==> config.mk <==
export PLATFORM = sky130hd
export DESIGN_NAME = video_timing_gen
export DESIGN_NICKNAME = d
export VERILOG_FILES = /design/src/rtl/video_timing_pkg.sv /design/src/rtl/video_axis_counter.sv /design/src/rtl/video_timing_gen.sv
export SDC_FILE = /design/constraint.sdc
export NUM_CORES = 1
export LEC_CHECK = 0
export BUFFER_PORTS_ARGS = -buffer_cell sky130_fd_sc_hd__buf_2
export CORE_ASPECT_RATIO = 1.1
export CORE_MARGIN = 5
export CORE_UTILIZATION = 59
export CTS_CLUSTER_DIAMETER = 60
export DETAILED_ROUTE_END_ITERATION = 16
export PLACE_DENSITY = 0.84
export SLEW_MARGIN = 20
export SYNTH_ARGS = -nofsm -noshare
export SYNTH_HDL_FRONTEND = slang
export SYNTH_SLANG_ARGS = --single-unit
export TNS_END_PERCENT = 50
==> constraint.sdc <==
create_clock -name pix_clk -period 6.65 [get_ports pix_clk]
set_input_delay 0.665 -clock pix_clk [delete_from_list [all_inputs] [get_ports pix_clk]]
set_output_delay 0.665 -clock pix_clk [all_outputs]
set_load 0.01 [all_outputs]
==> src/rtl/video_timing_pkg.sv <==
// -----------------------------------------------------------------------------
// video_timing_pkg
// Shared constants and helpers for the raster timing generator:
//   - 640x480@60 default timing constants
//   - H_TOTAL / V_TOTAL derivation functions
//   - default sync polarity
//   - 8-entry colour-bar table (24-bit RGB, R in [23:16]) and bar-index helper
// -----------------------------------------------------------------------------
package video_timing_pkg;

    localparam int H_ACTIVE_DEF = 640;
    localparam int H_FP_DEF     = 16;
    localparam int H_SYNC_DEF   = 96;
    localparam int H_BP_DEF     = 48;
    localparam int V_ACTIVE_DEF = 480;
    localparam int V_FP_DEF     = 10;
    localparam int V_SYNC_DEF   = 2;
    localparam int V_BP_DEF     = 33;

    // 1 = syncs assert high, 0 = syncs assert low
    localparam bit SYNC_ACT_HIGH_DEF = 1'b1;

    localparam int N_BARS = 8;

    // Element 0 is the leftmost bar: white, yellow, cyan, green,
    // magenta, red, blue, black.
    localparam logic [7:0][23:0] BAR_TABLE = {
        24'h000000, 24'h0000FF, 24'hFF0000, 24'hFF00FF,
        24'h00FF00, 24'h00FFFF, 24'hFFFF00, 24'hFFFFFF
    };

    function automatic int h_total_f(input int act, input int fp, input int sw, input int bp);
        return act + fp + sw + bp;
    endfunction

    function automatic int v_total_f(input int act, input int fp, input int sw, input int bp);
        return act + fp + sw + bp;
    endfunction

    // Equal-width bars across the active width; clamps past the right edge.
    function automatic logic [2:0] bar_index(input int col, input int h_active);
        int idx;
        idx = (col * N_BARS) / h_active;
        if (idx > N_BARS - 1) begin
            idx = N_BARS - 1;
        end else begin
            idx = idx;
        end
        return idx[2:0];
    endfunction

endpackage

==> src/rtl/video_axis_counter.sv <==
// -----------------------------------------------------------------------------
// video_axis_counter
// Wrap counter 0..TOTAL-1 for one raster axis, with terminal-count pulse and
// active / sync window decode of the current count.
// Ports:
//   clk, rst_n  clock, async active-low reset
//   clear       synchronous clear to 0 (priority over step)
//   step        advance by one this cycle
//   cnt         current count
//   tc          step && cnt == TOTAL-1 (wrap happens on this edge)
//   in_active   cnt < ACTIVE
//   in_sync     SYNC_START <= cnt < SYNC_END
// -----------------------------------------------------------------------------
module video_axis_counter
    import video_timing_pkg::*;
#(
    parameter int TOTAL      = 800,
    parameter int ACTIVE     = 640,
    parameter int SYNC_START = 656,
    parameter int SYNC_END   = 752,
    parameter int CW         = 13
) (
    input  logic          clk,
    input  logic          rst_n,
    input  logic          clear,
    input  logic          step,
    output logic [CW-1:0] cnt,
    output logic          tc,
    output logic          in_active,
    output logic          in_sync
);

    localparam logic [CW-1:0] LAST_C = CW'(TOTAL - 1);
    localparam logic [CW-1:0] ACT_C  = CW'(ACTIVE);
    localparam logic [CW-1:0] SS_C   = CW'(SYNC_START);
    localparam logic [CW-1:0] SE_C   = CW'(SYNC_END);
    localparam logic [CW-1:0] ONE_C  = {{(CW-1){1'b0}}, 1'b1};

    logic [CW-1:0] cnt_r;

    // Axis position: wraps at LAST_C so TOTAL itself is never reached.
    always_ff @(posedge clk or negedge rst_n) begin
        if (!rst_n) begin
            cnt_r <= {CW{1'b0}};
        end else if (clear) begin
            cnt_r <= {CW{1'b0}};
        end else if (step) begin
            if (cnt_r == LAST_C) begin
                cnt_r <= {CW{1'b0}};
            end else begin
                cnt_r <= cnt_r + ONE_C;
            end
        end else begin
            cnt_r <= cnt_r;
        end
    end

    assign cnt       = cnt_r;
    assign tc        = step && (cnt_r == LAST_C);
    assign in_active = (cnt_r < ACT_C);
    assign in_sync   = (cnt_r >= SS_C) && (cnt_r < SE_C);

endmodule

==> src/rtl/video_timing_gen.sv <==
// -----------------------------------------------------------------------------
// video_timing_gen
// Pixel-clock raster timing source feeding the TMDS encoders.
// Stage 0 registers the request (pix_req/req_x/req_y) and raw syncs from the
// h/v counters; a LEAD-deep shift pipeline then delivers de/syncs/x/y and the
// line/frame pulses so that de(t) == pix_req(t-LEAD).
// Ports:
//   pix_clk, rst_n       pixel clock, async active-low reset
//   enable               run timing; low clears counters and idles outputs
//   pix_req, req_x/y     pixel request, LEAD cycles ahead of de
//   de, hsync, vsync     encoder controls (sync polarity per SYNC_ACT_HIGH)
//   x, y                 coordinates aligned with de
//   line_start           pulse at x==0 of every line
//   frame_start          pulse at x==0, y==0
//   tp_r/g/b             colour-bar pattern, aligned with de, zero when de=0
//                        (present only with VIDEO_TIMING_GEN_PATTERN_EN)
// -----------------------------------------------------------------------------
module video_timing_gen
    import video_timing_pkg::*;
#(
    parameter int H_ACTIVE      = H_ACTIVE_DEF,
    parameter int H_FP          = H_FP_DEF,
    parameter int H_SYNC        = H_SYNC_DEF,
    parameter int H_BP          = H_BP_DEF,
    parameter int V_ACTIVE      = V_ACTIVE_DEF,
    parameter int V_FP          = V_FP_DEF,
    parameter int V_SYNC        = V_SYNC_DEF,
    parameter int V_BP          = V_BP_DEF,
    parameter bit SYNC_ACT_HIGH = SYNC_ACT_HIGH_DEF,
    parameter int LEAD          = 1,
    parameter int CW            = 13
) (
    input  logic          pix_clk,
    input  logic          rst_n,
    input  logic          enable,
    output logic          pix_req,
    output logic [CW-1:0] req_x,
    output logic [CW-1:0] req_y,
    output logic          de,
    output logic          hsync,
    output logic          vsync,
    output logic [CW-1:0] x,
    output logic [CW-1:0] y,
    output logic          line_start,
    output logic          frame_start
`ifdef VIDEO_TIMING_GEN_PATTERN_EN
    ,
    output logic [7:0]    tp_r,
    output logic [7:0]    tp_g,
    output logic [7:0]    tp_b
`endif
);

    localparam int H_TOTAL = h_total_f(H_ACTIVE, H_FP, H_SYNC, H_BP);
    localparam int V_TOTAL = v_total_f(V_ACTIVE, V_FP, V_SYNC, V_BP);
    localparam logic SYNC_IDLE = (SYNC_ACT_HIGH == 1'b0) ? 1'b1 : 1'b0;

    // Stage word layout: {fs, ls, vs, hs, req, y, x}
    localparam int F_X  = 0;
    localparam int F_Y  = CW;
    localparam int F_RQ = 2 * CW;
    localparam int F_HS = 2 * CW + 1;
    localparam int F_VS = 2 * CW + 2;
    localparam int F_LS = 2 * CW + 3;
    localparam int F_FS = 2 * CW + 4;
    localparam int W    = 2 * CW + 5;

    if (LEAD < 1 || LEAD > 4 || H_TOTAL >= (2 ** CW) || V_TOTAL >= (2 ** CW)) begin : g_bad_cfg
        $fatal(1, "video_timing_gen: LEAD must be 1..4 and totals must fit in CW bits");
    end

    logic [CW-1:0] h_cnt;
    logic [CW-1:0] v_cnt;
    logic          h_tc;
    logic          v_tc_unused;
    logic          h_act;
    logic          v_act;
    logic          h_sync;
    logic          v_sync;

    video_axis_counter #(
        .TOTAL(H_TOTAL), .ACTIVE(H_ACTIVE),
        .SYNC_START(H_ACTIVE + H_FP), .SYNC_END(H_ACTIVE + H_FP + H_SYNC), .CW(CW)
    ) u_h_cnt (
        .clk(pix_clk), .rst_n(rst_n), .clear(!enable), .step(1'b1),
        .cnt(h_cnt), .tc(h_tc), .in_active(h_act), .in_sync(h_sync)
    );

    // Vertical axis advances once per line; its own wrap pulse is not needed.
    video_axis_counter #(
        .TOTAL(V_TOTAL), .ACTIVE(V_ACTIVE),
        .SYNC_START(V_ACTIVE + V_FP), .SYNC_END(V_ACTIVE + V_FP + V_SYNC), .CW(CW)
    ) u_v_cnt (
        .clk(pix_clk), .rst_n(rst_n), .clear(!enable), .step(h_tc),
        .cnt(v_cnt), .tc(v_tc_unused), .in_active(v_act), .in_sync(v_sync)
    );

    logic [W-1:0]          s0_next;
    logic [W*LEAD-1:0]     pipe_r;
    logic [W*(LEAD+1)-1:0] pipe_cat_s;
    logic [W-1:0]          stage0_s;
    logic [W-1:0]          tail_s;

    // Stage-0 input: coordinates always follow the counters, flags only when enabled.
    always_comb begin
        s0_next = {W{1'b0}};
        s0_next[F_X +: CW] = h_cnt;
        s0_next[F_Y +: CW] = v_cnt;
        if (enable) begin
            s0_next[F_RQ] = h_act && v_act;
            s0_next[F_HS] = h_sync;
            s0_next[F_VS] = v_sync;
            s0_next[F_LS] = (h_cnt == {CW{1'b0}});
            s0_next[F_FS] = (h_cnt == {CW{1'b0}}) && (v_cnt == {CW{1'b0}});
        end else begin
            s0_next[F_RQ] = 1'b0;
            s0_next[F_HS] = 1'b0;
            s0_next[F_VS] = 1'b0;
            s0_next[F_LS] = 1'b0;
            s0_next[F_FS] = 1'b0;
        end
    end

    // Slot 0 is the stage-0 register; higher slots delay it (keeps shifting while idle).
    assign pipe_cat_s = {pipe_r, s0_next};

    // Stage-0 register plus LEAD-1 delay slots.
    always_ff @(posedge pix_clk or negedge rst_n) begin
        if (!rst_n) begin
            pipe_r <= {(W*LEAD){1'b0}};
        end else begin
            pipe_r <= pipe_cat_s[W*LEAD-1:0];
        end
    end

    assign stage0_s = pipe_r[W-1:0];
    assign tail_s   = pipe_r[W*LEAD-1 -: W];

    assign pix_req = stage0_s[F_RQ];
    assign req_x   = stage0_s[F_X +: CW];
    assign req_y   = stage0_s[F_Y +: CW];

    // Output register; sync polarity is applied only here.
    always_ff @(posedge pix_clk or negedge rst_n) begin
        if (!rst_n) begin
            de          <= 1'b0;
            hsync       <= SYNC_IDLE;
            vsync       <= SYNC_IDLE;
            x           <= {CW{1'b0}};
            y           <= {CW{1'b0}};
            line_start  <= 1'b0;
            frame_start <= 1'b0;
        end else begin
            de          <= tail_s[F_RQ];
            hsync       <= tail_s[F_HS] ^ SYNC_IDLE;
            vsync       <= tail_s[F_VS] ^ SYNC_IDLE;
            x           <= tail_s[F_X +: CW];
            y           <= tail_s[F_Y +: CW];
            line_start  <= tail_s[F_LS];
            frame_start <= tail_s[F_FS];
        end
    end

`ifdef VIDEO_TIMING_GEN_PATTERN_EN
    logic [23:0]            bar_s;
    logic [24*LEAD-1:0]     col_r;
    logic [24*(LEAD+1)-1:0] col_cat_s;

    // Bar colour for the requested column; black outside the request window.
    always_comb begin
        if (stage0_s[F_RQ]) begin
            bar_s = BAR_TABLE[bar_index(int'(stage0_s[F_X +: CW]), H_ACTIVE)];
        end else begin
            bar_s = 24'h000000;
        end
    end

    assign col_cat_s = {col_r, bar_s};

    // LEAD-deep colour delay so the top slot lines up with de.
    always_ff @(posedge pix_clk or negedge rst_n) begin
        if (!rst_n) begin
            col_r <= {(24*LEAD){1'b0}};
        end else begin
            col_r <= col_cat_s[24*LEAD-1:0];
        end
    end

    assign tp_r = col_r[24*LEAD-1 -: 8];
    assign tp_g = col_r[24*LEAD-9 -: 8];
    assign tp_b = col_r[24*LEAD-17 -: 8];
`endif

endmodule

# Yosys cells after proc, flatten, opt, wreduce, memory -nomap -nowiden
# Index checks and enable logic that the tools add are counted.
op_classes:
  eq_ne: 3
  add_sub_neg: 2
  order_cmp: 6
  reduce_logical: 6
  mux: 6
op_table:
  columns: ["op", "count"]
  rows:
  - ["$mux 13", 5]
  - ["$add 13x1->13 const B", 2]
  - ["$eq 13x10->1 const B", 2]
  - ["$logic_not 13->1", 2]
  - ["$lt 13x10->1 const B", 2]
  - ["$lt 13x9->1 const B", 2]
  - ["$ge 13x10->1 const B", 1]
  - ["$ge 13x9->1 const B", 1]
  - ["$mux 5", 1]
  - ["$logic_and 1x1->1", 4]
  - ["$ne 2x1->1 const B", 1]
totals:
  output_inout_bits: 58
  word_cells: 33
  reg_bits: 88

# Depth between registers and ports, before layout
depth:
  word_depth: 4
  depth_mapped: 7
  ltp_nobuf: 6

# Hierarchy
# A second synthesis with hierarchy kept.
unflattened:
  hier_cells: 270
  hier_area_um2: 3403.3
by_module_without_submodules:
  columns: ["mod", "n_inst", "seq_area_each_um2", "area_per_inst_um2", "cells_each"]
  rows:
  - ["video_timing_gen", 1, 1551.5, 1848.0, 103]
  - ["video_axis_counter at u_h_cnt", 1, 325.3, 808.3, 85]
  - ["video_axis_counter at u_v_cnt", 1, 325.3, 747.0, 82]

# Worst setup path after synthesis
# OpenSTA, ideal clock, no wires.
synth_path:
  path_type: "register to register"
  from: "reg u_h_cnt.cnt_r[7] (netlist: u_h_cnt.cnt[7])"
  to: "reg u_v_cnt.cnt_r[8] (netlist: u_v_cnt.cnt[8])"
  synth_period_minus_slack_ps: 2290
  path_slack_ps: 4360
  n_path_buf: 1
  setup_time_ps: 76
  stages_incl_launch_ff: 6
  arrival_time_ps: 2214
  path_cell_list: "dfrtp_1 or4b_4 or4_1 clkbuf_2 or4b_1 o21ai_1"
synth_between:
  elab_chain_cells: 2
synth_lines:
  columns: ["element", "line_no", "rtl"]
  rows:
  - ["from (decl)", "video_axis_counter.sv:39", "logic [CW-1:0] cnt_r;"]
  - ["from (signal assigned)", "video_axis_counter.sv:44", "cnt_r <= {CW{1'b0}};"]
  - ["from (signal assigned)", "video_axis_counter.sv:46", "cnt_r <= {CW{1'b0}};"]
  - ["from (signal assigned)", "video_axis_counter.sv:49", "cnt_r <= {CW{1'b0}};"]
  - ["$eq 13x10->1", "video_axis_counter.sv:59", "assign tc = step && (cnt_r == LAST_C);"]
  - ["$ne 2x1->1 (no source line)", null, null]
  - ["to (signal assigned)", "video_axis_counter.sv:49", null]
  - ["to (signal assigned)", "video_axis_counter.sv:51", "cnt_r <= cnt_r + ONE_C;"]
  - ["to (signal assigned)", "video_axis_counter.sv:54", "cnt_r <= cnt_r;"]
  - ["to (decl)", "video_axis_counter.sv:39", null]
# No other way between the ends.
# A chain may end at the register's enable or synchronous reset.

# Worst setup path in the final report
layout_path:
  from: "reg u_h_cnt.cnt_r[7] (netlist: u_h_cnt.cnt[7])"
  to: "reg u_v_cnt.cnt_r[1] (netlist: u_v_cnt.cnt[1])"
# The elaborated chain is that of the path after synthesis.

==> flow_summary.json <==
{
  "status": "complete, no violations",
  "fin_skew_ns": 0.00675,
  "synth_top_cell_by_area": "dfrtp_1",
  "synth_top_family_by_area": "simple AND/OR/NAND/NOR gates",
  "syn_to_final_growth_pct": 12.1,
  "cpPeakStageDelay_ns": 0.77,
  "vias_per_cell": 5.45,
  "grtUsageTotal_pct": 17.2,
  "cts_sinks": 88,
  "cts_post_setup_buffers_inserted": 0,
  "max-cap-violations": 0,
  "yosysSeqAreaShare_pct": 66.4,
  "totalWireLength_um": 5590,
  "netlist_instances": 262,
  "numPortBuffers": 60,
  "multiInputGateArea_um2": 850,
  "fin_ws_ns": 3.95,
  "synth_common_cells": "dfrtp_1, buf_4, nor2_1",
  "dieWidth_um": 81.5,
  "worst_pin_slew_ns": 0.798,
  "fin_setup_tns_ns": 0,
  "yosysUniqueCellTypes": 42,
  "syn_area_per_cell_um2": 12.7,
  "utilization_pct": 68.5,
  "clkTransAtPathRegs_ns": 0.08,
  "yosysWarnings": 0,
  "drive_gt1_share_pct": 26.1,
  "ant_nets": 0,
  "timing.slew.headroom_pct": 46.3,
  "synth-simple-area-share_pct": 15.0,
  "fin_area_um2": 3720,
  "first_pass_iters": 4,
  "hold_buffers": 0,
  "row_count": 28,
  "fin_crit_sh_pct": 40.6,
  "grt_max_degree": 89,
  "grt_pass1_vias": 1891,
  "worstSetupStartpointType": "flip-flop",
  "post-synth-top-count-cell": "dfrtp_1",
  "gp_congestion": 0.878,
  "worstSkewPairLatency_ns": 0.35,
  "grt_pass1_wl_um": 9200,
  "die_area_um2": 7220,
  "synthTopCellsByArea": "dfrtp_1, buf_4, xnor2_1, nor2_1, nand3_1",
  "max_freq_ghz": 0.371,
  "netlist.area_leader.share_pct": 66.4,
  "dp_hpwl_um": 3680,
  "cts_buffer_depth": 2,
  "cts_tree": "done",
  "synth-xor-area-share_pct": 2.90,
  "hold_viol": 0,
  "period_needed_ns": 2.70,
  "antenna_found_initial": 0,
  "cts-root-buf": "clkbuf_8",
  "fp.dieH_um": 88.6,
  "vias": 2061,
  "coreArea_um2": 5430,
  "cts_inserted_buffers": 9,
  "h-tree-depth": 3,
  "layout.nets": 305,
  "synth_enable_flop_cells": 0,
  "ys_ff_latch": 88,
  "synth_compound_area_share_pct": 5.92,
  "async_flop_share_pct": 100,
  "cp_slowest_cell": "or4_1",
  "hold_class": "in2async",
  "gr-total-overflow": 0,
  "required_ns": 6.88,
  "num_io_pins": 61,
  "path_class": "reg2reg",
  "start_util_pct": 61.1,
  "power.density_nw_per_um2": 265,
  "syn-num-nets": 269,
  "p_leak_uw": 0.00195,
  "max-vdd-ir-drop_mv": 0.151,
  "slew_viol_final": 0,
  "worstPathMaxFanout": 14,
  "diodes": 0,
  "post-place-ws_ns": 3.92,
  "rsz0062_at_grt": "no",
  "whs_ns": 0.354,
  "setup_viol": 0,
  "syn-cell-area_um2": 3320,
  "synthAdderAreaFrac_pct": 1.51,
  "ys.flop_type": "dfrtp_1",
  "placed_cell_area_um2": 3480,
  "drc": 0,
  "synth.area.mux_share_pct": 0.302,
  "wl_per_cell_um": 14.8,
  "arrival_ns": 2.93,
  "post_cts_resized": 0,
  "end_kind": "flip-flop",
  "final-seq-area_um2": 2200,
  "drtIter0Drc": 130,
  "crit_chain": "or4b_4 > or4_1 > nand2_1 > a2bb2o_1",
  "fill_cells": 375
}
## cells in the final DEF, fill, tap and decap left out, drive strengths merged
master and count:
mux2i 1, a22o 2, and3 10, nor4bb 1, a32o 2, clkbuf 11, o211ai 2, ha 4
nor3 5, or3 2, a31oi 2, buf 60, nor2b 4, nand3 14, a41oi 1, nor4 6
and4 1, a21boi 1, inv 9, o31ai 3, o21ai 6, clkinv 2, xor2 2, nand2b 1
nand4 7, bufinv 2, xnor2 9, o311ai 1, dfrtp 88, nand2 8, or4b 3, a32oi 5
nand4b 1, a2bb2o 1, and2 4, nor2 20, or4 1, nor4b 1
## power by group
part / switching, uW / leakage, uW / internal (uW)
combinational: 20.0 / 0.000615 / 8.14
sequential: 4.29 / 0.00121 / 542
clock: 178 / 0.000120 / 235
total: 202 / 0.00195 / 785
## flip-flops by register name (all words and copies together), names as in the netlist
name	flops
hsync	1
x	13
y	13
line_start	1
u_h_cnt.cnt	13
de	1
u_v_cnt.cnt	13
frame_start	1
pipe_r	31
vsync	1
## kinds of logic (layout without fill, tap and decap cells)
family	count (synthesis)	count (layout)
DFF	88	88
buffers and inverters	43	84
AOI/OAI and AO/OA	26	26
adders and majority gates	4	4
xor gates and xnor gates	11	11
and+or+nand+nor	89	89
muxes	1	1
## routing by layer
| layer | part of all wire [%] | vias to the layer above | global-route usage [%] |
|---|---|---|---|
| li1 | - | 972 | - |
| met1 | 43 | 987 | 23.2 |
| met2 | 47 | 88 | 25.4 |
| met3 | 8.0 | 14 | 5.50 |
| met4 | 2.0 | 0 | 8.45 |
| met5 | 0 | - | 0 |
## final cells by class
type	count	area share, %
clock inverter	5	2.32
multi-input combinational	131	22.8
tap	75	2.52
clock buffer	11	4.07
timing repair buffer	60	8.24
sequential	88	59.2
inverter	8	0.807
## worst max-delay path, delay by kind of cell (launching register included)
| family | cells | cell delay, ns |
|---|---|---|
| and+or+nand+nor | 3 | 1.81 |
| DFF | 1 | 0.45 |
| AOI/OAI and AO/OA | 1 | 0.32 |
## final timing paths
path | start | to | slack [ns] | cells past startpoint
worst min-delay path | rst_n | y[0] | 0.35 | 1
max in group asynchronous | rst_n | u_h_cnt.cnt[12] | 5.81 | 1
worst max-delay path | u_h_cnt.cnt[7] | u_v_cnt.cnt[1] | 3.95 | 4
worst min register to register | pipe_r[28] | vsync | 0.35 | 0
worst max register to register | u_h_cnt.cnt[7] | u_v_cnt.cnt[1] | 3.95 | 4
min in group pix_clk | pipe_r[28] | vsync | 0.35 | 0
## metrics by stage
stage               std cells  power, uW
floorplan                 262        569
global placement          362        585
detailed placement        362        585
CTS                       378        998
global route              378       1030
finish                    378        987
Note: power is estimated with default switching activity, not from simulation.
